**config.mk**
```make
export PLATFORM = sky130hd
export DESIGN_NAME = hist_capture_ctrl
export DESIGN_NICKNAME = d
export VERILOG_FILES = /design/src/rtl/hist_capture_ctrl.sv
export SDC_FILE = /design/constraint.sdc
export NUM_CORES = 1
export LEC_CHECK = 0
export CAP_MARGIN = 30
export CORE_ASPECT_RATIO = 1.1
export CORE_MARGIN = 2
export CORE_UTILIZATION = 52
export CTS_CLUSTER_SIZE = 14
export DETAILED_ROUTE_END_ITERATION = 10
export PLACE_DENSITY = 0.79
export SYNTH_ARGS = -nofsm -noshare
export SYNTH_HDL_FRONTEND = slang
export SYNTH_SLANG_ARGS = --single-unit
export TNS_END_PERCENT = 30
```
**constraint.sdc**
```tcl
create_clock -name clk -period 2.2 [get_ports clk]
set_clock_uncertainty 0.15 [all_clocks]
set_input_delay 0.55 -clock clk [delete_from_list [all_inputs] [get_ports clk]]
set_output_delay 0.55 -clock clk [all_outputs]
set_load 0.1 [all_outputs]
```
**src/rtl/hist_capture_ctrl.sv**
```systemverilog
// Capture sequencer for the pipeline signal-history shift register: arm, fill, post-trigger, freeze, dump.
// Optional trigger timeout is compiled in when HIST_TRIG_TIMEOUT_EN is defined.
module hist_capture_ctrl #(
    parameter int DEPTH   = 16,
    parameter int IDX_W   = $clog2(DEPTH),
    parameter int CNT_W   = $clog2(DEPTH + 1),
    parameter int TIMEOUT = 1024
) (
    input  logic             clk,
    input  logic             rst,
    input  logic             arm_i,
    input  logic             abort_i,
    input  logic             trig_i,
    input  logic [CNT_W-1:0] post_cnt_i,
    output logic             shift_en_o,
    output logic [CNT_W-1:0] fill_cnt_o,
    output logic [IDX_W-1:0] trig_idx_o,
    output logic             done_o,
    input  logic             dump_start_i,
    output logic [IDX_W-1:0] rd_idx_o,
    output logic             rd_valid_o,
    input  logic             rd_ready_i,
    output logic             rd_last_o,
    output logic             timeout_o
);

    if (DEPTH < 2 || TIMEOUT < 1) begin : g_bad_cfg
        $error("hist_capture_ctrl: DEPTH must be >= 2 and TIMEOUT >= 1");
    end

    typedef enum logic [2:0] {
        S_IDLE,
        S_FILL,
        S_POST,
        S_DONE,
        S_DUMP
    } state_t;

    state_t           r_state;
    state_t           w_next;
    logic [CNT_W-1:0] r_fill_cnt;
    logic [CNT_W-1:0] r_post;
    logic [CNT_W-1:0] r_post_cnt;
    logic [IDX_W-1:0] r_trig_idx;
    logic [IDX_W-1:0] r_rd_idx;
    logic [CNT_W-1:0] w_post_clamp;
    logic             w_full;
    logic             w_force;
    logic             w_trig;
    logic             w_arm;
    logic             w_dump;

    assign w_full       = (r_fill_cnt == CNT_W'(DEPTH));
    assign w_post_clamp = (post_cnt_i > CNT_W'(DEPTH - 1)) ? CNT_W'(DEPTH - 1) : post_cnt_i;
    assign w_trig       = (r_state == S_FILL) && (trig_i || w_force);
    assign w_dump       = (r_state == S_DONE) && dump_start_i;
    // dump_start_i beats arm_i when both arrive in DONE
    assign w_arm        = ((r_state == S_IDLE) || (r_state == S_DONE)) && arm_i && !w_dump;

`ifdef HIST_TRIG_TIMEOUT_EN
    localparam int TO_W = $clog2(TIMEOUT + 1);

    logic [TO_W-1:0] r_to_cnt;
    logic            r_timeout;

    assign w_force = w_full && (r_to_cnt == TO_W'(TIMEOUT));

    always_ff @(posedge clk) begin
        if (!rst || abort_i || w_arm) begin
            r_to_cnt  <= '0;
            r_timeout <= 1'b0;
        end else if (r_state == S_FILL) begin
            if (w_trig) begin
                r_to_cnt <= '0;
                if (!trig_i) r_timeout <= 1'b1;
            end else if (w_full) begin
                r_to_cnt <= r_to_cnt + 1'b1;
            end
        end
    end

    assign timeout_o = r_timeout;
`else
    assign w_force   = 1'b0;
    assign timeout_o = 1'b0;
`endif

    always_ff @(posedge clk) begin
        if (!rst) r_state <= S_IDLE;
        else      r_state <= w_next;
    end

    always_comb begin
        w_next     = r_state;
        shift_en_o = 1'b0;
        done_o     = 1'b0;
        rd_valid_o = 1'b0;
        case (r_state)
            S_IDLE: if (arm_i) w_next = S_FILL;
            S_FILL: begin
                shift_en_o = 1'b1;
                if (w_trig) w_next = (r_post != '0) ? S_POST : S_DONE;
            end
            S_POST: begin
                shift_en_o = 1'b1;
                if (r_post_cnt == CNT_W'(1)) w_next = S_DONE;
            end
            S_DONE: begin
                done_o = 1'b1;
                if (w_dump)     w_next = S_DUMP;
                else if (w_arm) w_next = S_FILL;
            end
            S_DUMP: begin
                done_o     = 1'b1;
                rd_valid_o = 1'b1;
                if (rd_ready_i && (r_rd_idx == '0)) w_next = S_DONE;
            end
            default: w_next = S_IDLE;
        endcase
        if (abort_i) w_next = S_IDLE;
        rd_last_o = (r_state == S_DUMP) && (r_rd_idx == '0);
    end

    always_ff @(posedge clk) begin
        if (!rst) begin
            r_fill_cnt <= '0;
            r_post     <= '0;
            r_post_cnt <= '0;
            r_trig_idx <= '0;
            r_rd_idx   <= '0;
        end else if (abort_i) begin
            r_fill_cnt <= '0;
            r_trig_idx <= '0;
        end else begin
            case (r_state)
                S_IDLE, S_DONE: begin
                    if (w_dump) r_rd_idx <= IDX_W'(r_fill_cnt - 1'b1);
                    if (w_arm) begin
                        r_fill_cnt <= '0;
                        r_post     <= w_post_clamp;
                    end
                end
                S_FILL, S_POST: begin
                    if (!w_full) r_fill_cnt <= r_fill_cnt + 1'b1;
                    if (w_trig) begin
                        r_trig_idx <= IDX_W'(r_post);
                        r_post_cnt <= r_post;
                    end else if (r_state == S_POST) begin
                        r_post_cnt <= r_post_cnt - 1'b1;
                    end
                end
                S_DUMP: if (rd_ready_i && (r_rd_idx != '0)) r_rd_idx <= r_rd_idx - 1'b1;
                default: ;
            endcase
        end
    end

    assign fill_cnt_o = r_fill_cnt;
    assign trig_idx_o = r_trig_idx;
    assign rd_idx_o   = r_rd_idx;

endmodule

```
==> Yosys cells after proc, flatten, opt, wreduce, memory -nomap -nowiden <==
Index checks and enable logic that the tools add are counted.
{ "totals": {"out_inout_bits": 18, "word_cells": 74, "ff_bits": 26} }
{ "classes": {"n_eq_ne": 15, "n_bitwise": 2, "reduce_logical": 26, "muxes": 20, "order_cmp": 1, "addsub": 4} }
{ "op_table": {"columns": ["operator", "count"], "rows": [
  ["5-bit 2-to-1 mux", 5],
  ["3-bit 2-to-1 mux", 6],
  ["3-bit one-hot mux with 5 select lines", 1],
  ["2-bit inequality test (second input constant)", 7],
  ["5-bit one-hot mux with 2 select lines", 1],
  ["3-bit AND reduction", 3],
  ["4-bit 2-to-1 mux", 2],
  ["4-bit one-hot mux with 2 select lines", 1],
  ["2-bit OR reduction", 4],
  ["4-bit by 1-bit subtractor with 4-bit output (second input constant)", 2],
  ["1-bit logical AND", 7],
  ["3-bit by 2-bit == test with 1-bit output (second input constant)", 2],
  ["2-bit nonzero test", 3],
  ["5-bit by 1-bit adder with 5-bit output (second input constant)", 1],
  ["5-bit by 1-bit == test with 1-bit output (second input constant)", 1],
  ["5-bit == test (second input constant)", 1],
  ["5-bit by 4-bit > comparator with 1-bit output (second input constant)", 1],
  ["5-bit AND reduction", 1],
  ["5-bit nonzero test", 1],
  ["5-bit by 1-bit subtractor with 5-bit output (second input constant)", 1],
  ["4-bit zero test", 1],
  ["1-bit 2-to-1 mux", 4],
  ["4-bit AND reduction", 1],
  ["4-bit nonzero test", 1],
  ["9 further kinds", 10]
]} }

==> Depth between registers and ports, before layout <==
Gate-level depths: netlist (run 1).
{ "logic_depth": {"depth_word": 7, "depth_mapped": 9, "ltp_nobuf": 8} }

==> Worst setup path before layout (run 1) <==
OpenSTA, ideal clock, no wires.
{ "synth_timing": {"kind": "register -> output", "from": "register r_state[2]", "to": "output port done_o", "t_arrival_ps": 2839, "setup_slack_ps": -1339, "path_buffers": 2, "required_time_ps": 1500, "stages_incl_launch_ff": 4, "cell_sequence": "dfxtp_1 -> buf_4 -> clkbuf_1 -> o21ai_0"} }
{ "synth_via": {"elab_chain_len": 3} }
{ "synth_lines": {"columns": ["item", "line_no", "rtl"], "rows": [
  ["from (decl)", "39", "state_t r_state;"],
  ["from (signal assigned)", "90", "else r_state <= w_next;"],
  ["3-bit by 2-bit == test with 1-bit output or 3-bit == test (tied branches)", "98", "case (r_state)"],
  ["2-bit OR reduction (no source line) (*)", null, null],
  ["1-bit 2-to-1 mux (*)", "98", null],
  ["to (decl)", "18", "output logic done_o,"]
]} }
Every way passes the cells marked *; elsewhere a longest branch is shown, timed or not.

==> Worst setup path after layout (run 1) <==
{ "layout_timing": {"from": "register r_rd_idx[1] (netlist: rd_idx_o[1])", "to": "output port rd_last_o"} }
{ "layout_via": {"elab_chain_len": 2} }
{ "layout_lines": {"columns": ["item", "line_no", "rtl"], "rows": [
  ["from (decl)", "45", "logic [IDX_W-1:0] r_rd_idx;"],
  ["from (signal assigned)", "137", "if (w_dump) r_rd_idx <= IDX_W'(r_fill_cnt - 1'b1);"],
  ["from (signal assigned)", "152", "S_DUMP: if (rd_ready_i && (r_rd_idx != '0)) r_rd_idx <= r_rd_idx - 1'b1;"],
  ["4-bit zero test", "121", "rd_last_o = (r_state == S_DUMP) && (r_rd_idx == '0);"],
  ["1-bit logical AND", "121", null],
  ["to (decl)", "23", "output logic rd_last_o,"]
]} }
Every way passes these cells.

==> flow_results.xml, run 1 <==
<?xml version="1.0" encoding="UTF-8"?>
<metrics>
  <group name="run_status">
    <metric name="outcome" unit="">complete, but fails checks</metric>
    <metric name="failed_checks" unit="">negative setup slack</metric>
  </group>
  <group name="floorplanning">
    <metric name="dieWidth" unit="um">57.0</metric>
    <metric name="floorplan.initialDensity" unit="%">53.6</metric>
    <metric name="rows" unit="">21</metric>
    <metric name="fp.dieArea" unit="um^2">3550</metric>
    <metric name="coreArea" unit="um^2">3000</metric>
    <metric name="floorplan.die.height" unit="um">62.3</metric>
    <metric name="io_pins" unit="">30</metric>
  </group>
  <group name="clock_tree">
    <metric name="clk_pin_slew" unit="ns">0.16</metric>
    <metric name="cts_sinks" unit="">26</metric>
    <metric name="cts_root_buf" unit="">clkbuf_4</metric>
    <metric name="clock_insertion_delay_worst_skew" unit="ns">0.33</metric>
    <metric name="cts_buffer_depth" unit="">2</metric>
    <metric name="cts_inserted_buffers" unit="">3</metric>
    <metric name="tritoncts" unit="">yes</metric>
    <metric name="cts-htree-levels" unit="">1</metric>
  </group>
  <group name="cells_and_area">
    <metric name="layout.filler_cells" unit="">222</metric>
    <metric name="final_layout_size_suffix_gt1_share" unit="%">30.0</metric>
    <metric name="fin_nets" unit="">255</metric>
    <metric name="layout-area-overhead-vs-synth" unit="%">44.4</metric>
    <metric name="final_cell_mix" unit="">buf_4 (26), dfxtp_1 (21), nor2_1 (17), buf_12 (17)</metric>
    <metric name="multi_input_area" unit="um^2">1000</metric>
    <metric name="antenna_cells_inserted" unit="">0</metric>
    <metric name="layout.cells.most_common" unit="">buf_4</metric>
    <metric name="finalCoreUtilization" unit="%">77.3</metric>
    <metric name="final_design_area_no_fill" unit="um^2">2320</metric>
    <metric name="register_cell_area_after_layout" unit="um^2">537</metric>
  </group>
  <group name="timing">
    <metric name="tightestPinTransition" unit="ns">0.501</metric>
    <metric name="finalMaxSlewViolations" unit="">0</metric>
    <metric name="period_needed" unit="ns">2.26</metric>
    <metric name="rsz0062_at_grt" unit="">true</metric>
    <metric name="fmax" unit="MHz">442</metric>
    <metric name="report.final.hold_viol_count" unit="">0</metric>
    <metric name="post-route-worst-setup-slack" unit="ns">-0.0643</metric>
    <metric name="setup_viol" unit="">1</metric>
    <metric name="period_share" unit="%">103</metric>
    <metric name="max-slew-margin-rel" unit="%">66.4</metric>
  </group>
  <group name="global_routing">
    <metric name="grt_overflow" unit="">0</metric>
    <metric name="grt_antenna_before_repair" unit="">0</metric>
    <metric name="total_routing_resource_utilization_after_global_routing" unit="%">26.9</metric>
    <metric name="grt_pass1_wl" unit="um">7850</metric>
    <metric name="first_global_vias" unit="">1722</metric>
    <metric name="largest_net_degree_at_the_start_of_global_routing" unit="">16</metric>
  </group>
  <group name="logic_synthesis">
    <metric name="synth-seq-cells" unit="">26</metric>
    <metric name="synth_cell_types" unit="">54</metric>
    <metric name="syn_avg_cell_area" unit="um^2">8.44</metric>
    <metric name="ys_seq_area_share" unit="%">32.4</metric>
    <metric name="mappedNetlistArea" unit="um^2">1600</metric>
    <metric name="synth_cells" unit="">190</metric>
    <metric name="synth-edff-count" unit="">0</metric>
    <metric name="yosysWarningCount" unit="">0</metric>
    <metric name="synth_ff_type" unit="">dfxtp_1</metric>
    <metric name="syn-num-nets" unit="">207</metric>
    <metric name="asyncSetResetFlopFracSynth" unit="%">0</metric>
  </group>
  <group name="placed_design">
    <metric name="gp_congestion" unit="">0.940</metric>
    <metric name="io_buffer_count" unit="">28</metric>
    <metric name="placement.cell_area" unit="um^2">2220</metric>
    <metric name="post-dp-hpwl" unit="um">3400</metric>
    <metric name="detailedPlace.worstSlack" unit="ns">-0.0823</metric>
  </group>
  <group name="routing">
    <metric name="via_per_inst" unit="">6.05</metric>
    <metric name="drtIter0Drc" unit="">110</metric>
    <metric name="drtPass1Iterations" unit="">4</metric>
    <metric name="wire_per_inst" unit="um">16.5</metric>
    <metric name="count_of_antenna_violating_nets_left_after_detailed_routing" unit="">0</metric>
    <metric name="wl" unit="um">4480</metric>
    <metric name="vias" unit="">1639</metric>
    <metric name="drt_drc_violations_left" unit="">0</metric>
  </group>
  <group name="setup_path">
    <metric name="critical_path_class" unit="">register to primary output</metric>
    <metric name="cp.required" unit="ns">1.50</metric>
    <metric name="ff2ff_path_depth" unit="">5</metric>
    <metric name="cp-start-kind" unit="">register</metric>
    <metric name="cp_data_arrival_time" unit="ns">1.56</metric>
    <metric name="critical_path.endpoint" unit="">rd_last_o</metric>
    <metric name="reg_to_reg_endpoint" unit="">rd_idx_o[2]</metric>
    <metric name="worst_setup_path_startpoint" unit="">rd_idx_o[1]</metric>
    <metric name="cp_max_fo" unit="">2</metric>
    <metric name="rr_startpoint" unit="">rd_idx_o[1]</metric>
    <metric name="timing.reg2reg.setup_slack" unit="ns">0.19</metric>
    <metric name="crit_end_category" unit="">primary output</metric>
  </group>
  <group name="pwr">
    <metric name="combPwrFrac" unit="%">25.2</metric>
    <metric name="leakage_component_of_the_power" unit="nW">0.867</metric>
    <metric name="p_seq_share" unit="%">44.8</metric>
    <metric name="power.ir.vdd_worst" unit="uV">401</metric>
    <metric name="internal_power" unit="mW">0.789</metric>
    <metric name="clockPowerShare" unit="%">30.0</metric>
    <metric name="power.net_switching" unit="mW">0.336</metric>
    <metric name="p_sw_share" unit="%">29.9</metric>
    <metric name="power" unit="mW">1.13</metric>
    <metric name="power.density" unit="nW/um^2">486</metric>
  </group>
  <group name="flow_run">
    <metric name="maxcap_violations" unit="">0</metric>
  </group>
  <group name="worst_hold_path">
    <metric name="worst_hold_path_type" unit="">register to register</metric>
  </group>
</metrics>
-- power by group through the flow --
stage | Combinational, mW | Clock (mW) | Sequential [mW]
final | 0.284 | 0.337 | 0.504
after CTS | 0.279 | 0.340 | 0.502
after global placement | 0.260 | 0 | 0.514
after floorplan | 0.142 | 0 | 0.542
after global routing | 0.303 | 0.364 | 0.506
after detailed placement | 0.267 | 0 | 0.515
-- area by class of cell --
cell class / count / area share [%]
Timing Repair Buffer: 54 / 27.9
Sequential cell: 26 / 23.2
Multi-Input combinational cell: 144 / 43.4
Tap cell: 34 / 1.84
Clock inverter: 1 / 1.30
Inverter: 9 / 1.46
Clock buffer: 3 / 0.972
-- Yosys cell counts (all sizes together) (2+ instances only) --
cell type | count | share of area [%]
a211o | 3 | 1.6
a211oi | 8 | 6.1
a21o | 3 | 1.4
a21oi | 16 | 5.0
a31oi | 4 | 1.6
a32oi | 2 | 1.1
buf | 6 | 3.5
clkbuf | 5 | 1.2
dfxtp | 26 | 32
ha | 5 | 3.9
inv | 9 | 2.1
mux2i | 2 | 1.2
nand2 | 16 | 3.7
nand2b | 3 | 1.2
nand3 | 5 | 1.6
nand3b | 3 | 1.4
nand4 | 2 | 0.78
nand4bb | 2 | 1.4
nor2 | 20 | 4.8
nor3 | 8 | 2.5
nor4 | 2 | 0.78
nor4b | 2 | 1.5
nor4bb | 2 | 2.2
o211a | 2 | 1.2
o21ai | 10 | 3.1
o311ai | 2 | 1.1
or2 | 2 | 0.78
or3 | 3 | 1.2
xnor2 | 2 | 1.6
-- per-layer routing --
layer | global-route usage, % | vias up | share of wire, %
li1 | - | 796 | -
met1 | 32.6 | 786 | 40
met3 | 3.75 | 8 | 4.5
met2 | 47.4 | 49 | 54
met5 | 0 | - | 0
met4 | 10.2 | 0 | 0.98
-- what timing repair did --
item,4_1_cts,5_1_grt
endpoints found under the setup margin,4,4
hold buffers,0,0
pin swaps,2,1
setup buffers,3,0
gates resized for setup,0,4
-- flip-flops by register name (all words and copies together) (netlist names) --
| register | cells |
|---|---|
| r_post | 5 |
| r_state | 3 |
| rd_idx_o | 4 |
| trig_idx_o | 4 |
| r_post_cnt | 5 |
| fill_cnt_o | 5 |
-- through the flow --
step / instances / hold WS [ns] / TNS (ns)
global route: 271 / 0.343 / -0.157
floorplan: 190 / 0.273 / -0.251
global placement: 264 / 0.287 / -0.147
CTS: 271 / 0.312 / -0.141
finish: 271 / 0.314 / -0.0643
detailed placement: 264 / 0.292 / -0.583
-- cell families (layout without fill, tap and decap cells) --
kind of cell	Yosys count	after routing	share of synthesized area [%]
AO/OA/AOI/OAI	61	61	28.2
XOR/XNOR	2	2	1.56
adder cells (fa/ha/maj)	5	5	3.90
buffers and inverters	20	67	6.79
flip-flops	26	26	32.4
multiplexers	3	3	1.95
other	1	1	0.234
AND/OR/NAND/NOR	72	72	24.9
-- worst min path at each step --
| stage | start | end | depth (start not counted) |
|---|---|---|---|
| 4_1_cts | r_post[4] | r_post[4] | 2 |
| 3_3_place_gp | r_post[4] | r_post[4] | 2 |
| 3_5_place_dp | r_post[4] | r_post[4] | 2 |
| 6_report | r_post[4] | r_post[4] | 2 |
| 2_1_floorplan | r_post[4] | r_post[4] | 2 |
| 5_1_grt | r_post[4] | r_post[4] | 2 |
-- critical path, stage by stage (launching register included) --
cell and delay (ns):
dfxtp_4 0.37, or4_4 0.56, nor2_4 0.12, buf_12 0.18
No activity file was read; power rests on OpenSTA's default activity.
==> inputs of run 2 (changes only) <==
--- a/config.mk
+++ b/config.mk
@@ -8,10 +8,13 @@
 export CAP_MARGIN = 30
 export CORE_ASPECT_RATIO = 1.1
 export CORE_MARGIN = 2
-export CORE_UTILIZATION = 52
+export CORE_UTILIZATION = 54
+export CTS_BUF_LIST = sky130_fd_sc_hd__clkbuf_4 sky130_fd_sc_hd__clkbuf_8
 export CTS_CLUSTER_SIZE = 14
 export DETAILED_ROUTE_END_ITERATION = 10
-export PLACE_DENSITY = 0.79
+export GPL_ROUTABILITY_DRIVEN = 0
+export PLACE_DENSITY = 0.81
+export RECOVER_POWER = 100
 export SYNTH_ARGS = -nofsm -noshare
 export SYNTH_HDL_FRONTEND = slang
 export SYNTH_SLANG_ARGS = --single-unit
==> run 2 against run 1 <==
Effect of this change:
- the run still ends with negative setup slack left
- combinational power decreased by 7.0%
- critical path depth unchanged
- non-clock buffer count decreased by 4
- clock power decreased by 36%
- via count decreased by 1.8%
- fmax increased by 0.13%
- largest cell class unchanged
- largest power group unchanged
==> flow_results.xml, run 2 (synthesis results as in run 1) <==
<?xml version="1.0" encoding="UTF-8"?>
<metrics>
  <group name="setup_path">
    <metric name="ff2ff_path_depth" unit="">5</metric>
    <metric name="cp.required" unit="ns">1.50</metric>
    <metric name="rr_startpoint" unit="">rd_idx_o[2]</metric>
    <metric name="worst_setup_path_startpoint" unit="">rd_idx_o[2]</metric>
    <metric name="reg_to_reg_endpoint" unit="">r_state[0]</metric>
    <metric name="timing.reg2reg.setup_slack" unit="ns">-0.01</metric>
    <metric name="cp-start-kind" unit="">register</metric>
    <metric name="cp_data_arrival_time" unit="ns">1.56</metric>
    <metric name="crit_end_category" unit="">primary output</metric>
    <metric name="cp_max_fo" unit="">2</metric>
    <metric name="critical_path.endpoint" unit="">rd_last_o</metric>
    <metric name="critical_path_class" unit="">register to primary output</metric>
  </group>
  <group name="worst_hold_path">
    <metric name="hold_path_depth" unit="">2</metric>
    <metric name="worst_hold_path_type" unit="">register to register</metric>
  </group>
  <group name="clock_tree">
    <metric name="tritoncts" unit="">yes</metric>
    <metric name="cts_root_buf" unit="">clkbuf_4</metric>
    <metric name="cts_buffer_depth" unit="">2</metric>
    <metric name="cts-htree-levels" unit="">1</metric>
    <metric name="cts_inserted_buffers" unit="">3</metric>
    <metric name="clock_insertion_delay_worst_skew" unit="ns">0.33</metric>
    <metric name="clk_pin_slew" unit="ns">0.14</metric>
    <metric name="cts_sinks" unit="">26</metric>
  </group>
  <group name="pwr">
    <metric name="combPwrFrac" unit="%">27.0</metric>
    <metric name="p_seq_share" unit="%">51.2</metric>
    <metric name="p_sw_share" unit="%">33.0</metric>
    <metric name="internal_power" unit="mW">0.656</metric>
    <metric name="clockPowerShare" unit="%">21.9</metric>
    <metric name="power.ir.vdd_worst" unit="uV">386</metric>
    <metric name="power.net_switching" unit="mW">0.322</metric>
    <metric name="power.density" unit="nW/um^2">473</metric>
    <metric name="leakage_component_of_the_power" unit="nW">0.786</metric>
    <metric name="power" unit="mW">0.978</metric>
  </group>
  <group name="floorplanning">
    <metric name="dieWidth" unit="um">56.0</metric>
    <metric name="io_pins" unit="">30</metric>
    <metric name="floorplan.die.height" unit="um">61.2</metric>
    <metric name="floorplan.initialDensity" unit="%">57.2</metric>
    <metric name="coreArea" unit="um^2">2800</metric>
    <metric name="rows" unit="">20</metric>
    <metric name="fp.dieArea" unit="um^2">3420</metric>
  </group>
  <group name="routing">
    <metric name="vias" unit="">1610</metric>
    <metric name="wl" unit="um">4330</metric>
    <metric name="drtIter0Drc" unit="">47</metric>
    <metric name="drt_drc_violations_left" unit="">0</metric>
    <metric name="via_per_inst" unit="">6.05</metric>
    <metric name="drtPass1Iterations" unit="">5</metric>
    <metric name="count_of_antenna_violating_nets_left_after_detailed_routing" unit="">0</metric>
    <metric name="wire_per_inst" unit="um">16.3</metric>
  </group>
  <group name="global_routing">
    <metric name="grt_overflow" unit="">0</metric>
    <metric name="grt_antenna_before_repair" unit="">0</metric>
    <metric name="first_global_vias" unit="">1584</metric>
    <metric name="largest_net_degree_at_the_start_of_global_routing" unit="">16</metric>
    <metric name="total_routing_resource_utilization_after_global_routing" unit="%">25.7</metric>
    <metric name="grt_pass1_wl" unit="um">6970</metric>
  </group>
  <group name="run_status">
    <metric name="failed_checks" unit="">negative setup slack</metric>
    <metric name="outcome" unit="">complete, but fails checks</metric>
  </group>
  <group name="flow_run">
    <metric name="maxcap_violations" unit="">0</metric>
  </group>
  <group name="cells_and_area">
    <metric name="antenna_cells_inserted" unit="">0</metric>
    <metric name="final_design_area_no_fill" unit="um^2">2070</metric>
    <metric name="layout.cells.most_common" unit="">dfxtp_1</metric>
    <metric name="fin_nets" unit="">251</metric>
    <metric name="final_layout_size_suffix_gt1_share" unit="%">27.0</metric>
    <metric name="final_cell_mix" unit="">dfxtp_1 (23), nor2_1 (17), a21oi_1 (16), buf_4 (16), nand2_1 (15)</metric>
    <metric name="layout.filler_cells" unit="">212</metric>
    <metric name="layout-area-overhead-vs-synth" unit="%">28.9</metric>
  </group>
  <group name="timing">
    <metric name="max-slew-margin-rel" unit="%">63.5</metric>
    <metric name="post-route-worst-setup-slack" unit="ns">-0.0614</metric>
    <metric name="report.final.hold_viol_count" unit="">0</metric>
    <metric name="tightestPinTransition" unit="ns">0.550</metric>
    <metric name="hold_ws" unit="ns">0.326</metric>
    <metric name="fmax" unit="MHz">442</metric>
    <metric name="period_needed" unit="ns">2.26</metric>
    <metric name="rsz0062_at_grt" unit="">true</metric>
    <metric name="period_share" unit="%">103</metric>
    <metric name="finalMaxSlewViolations" unit="">0</metric>
    <metric name="setup_viol" unit="">2</metric>
  </group>
  <group name="placed_design">
    <metric name="placement.cell_area" unit="um^2">2180</metric>
    <metric name="detailedPlace.worstSlack" unit="ns">-0.0832</metric>
    <metric name="io_buffer_count" unit="">28</metric>
    <metric name="post-dp-hpwl" unit="um">3290</metric>
  </group>
</metrics>
==> run 2: worst min path at each step <==
| stage | from | slack (ns) | to |
|---|---|---|---|
| 3_5_place_dp | r_post[4] | 0.30 | r_post[4] |
| 5_1_grt | r_post[4] | 0.34 | r_post[4] |
| 2_1_floorplan | r_post[4] | 0.27 | r_post[4] |
| 3_3_place_gp | r_post[4] | 0.29 | r_post[4] |
| 4_1_cts | r_post[4] | 0.32 | r_post[4] |
| 6_report | trig_idx_o[0] | 0.33 | trig_idx_o[0] |
==> run 2: final cells by class <==
| type | count | area [um^2] | share of cell area [%] |
|---|---|---|---|
| Clock buffer | 3 | 22.5 | 1.09 |
| Inverter | 9 | 36.3 | 1.76 |
| Clock inverter | 1 | 3.75 | 0.182 |
| Multi-Input combinational cell | 144 | 986 | 47.7 |
| Sequential cell | 26 | 532 | 25.7 |
| Tap cell | 33 | 41.3 | 2.00 |
| Timing Repair Buffer | 50 | 445 | 21.5 |
==> run 2: critical path: stages, from the launching register on <==
cell and delay (ns):
dfxtp_4 0.37, or4_4 0.56, nor2_4 0.12, buf_12 0.18
==> run 2: power groups by stage <==
stage / clock (mW) / sequential (mW) / combinational, mW
after detailed placement: 0 / 0.514 / 0.262
after floorplan: 0 / 0.542 / 0.142
after global placement: 0 / 0.513 / 0.255
after CTS: 0.216 / 0.500 / 0.277
after global routing: 0.237 / 0.503 / 0.281
final: 0.214 / 0.501 / 0.264
==> run 2: metal layers <==
metal	wire (um)	global-route usage, %	vias up	part of all wire [%]
li1	-	-	790	-
met1	1750	27.9	755	40
met2	2330	50.1	52	54
met3	139	4.20	13	3.2
met4	106	11.2	0	2.5
met5	0	0	-	0
==> run 2: stage by stage <==
step | util (%) | TNS (ns) | std cells
after floorplan | - | -0.251 | 190
after global placement | 77.8 | -0.216 | 259
after detailed placement | 77.8 | -0.727 | 259
after CTS | 80.1 | -0.0490 | 266
after global routing | 73.8 | -0.296 | 266
final | 73.8 | -0.0684 | 266
==> run 2: what timing repair did <==
item	CTS	global route
cloned	0	0
hold buffers	0	0
gates resized for setup	3	2
setup buffers	3	0
pin swaps	2	0
setup endpoints to repair	3	4
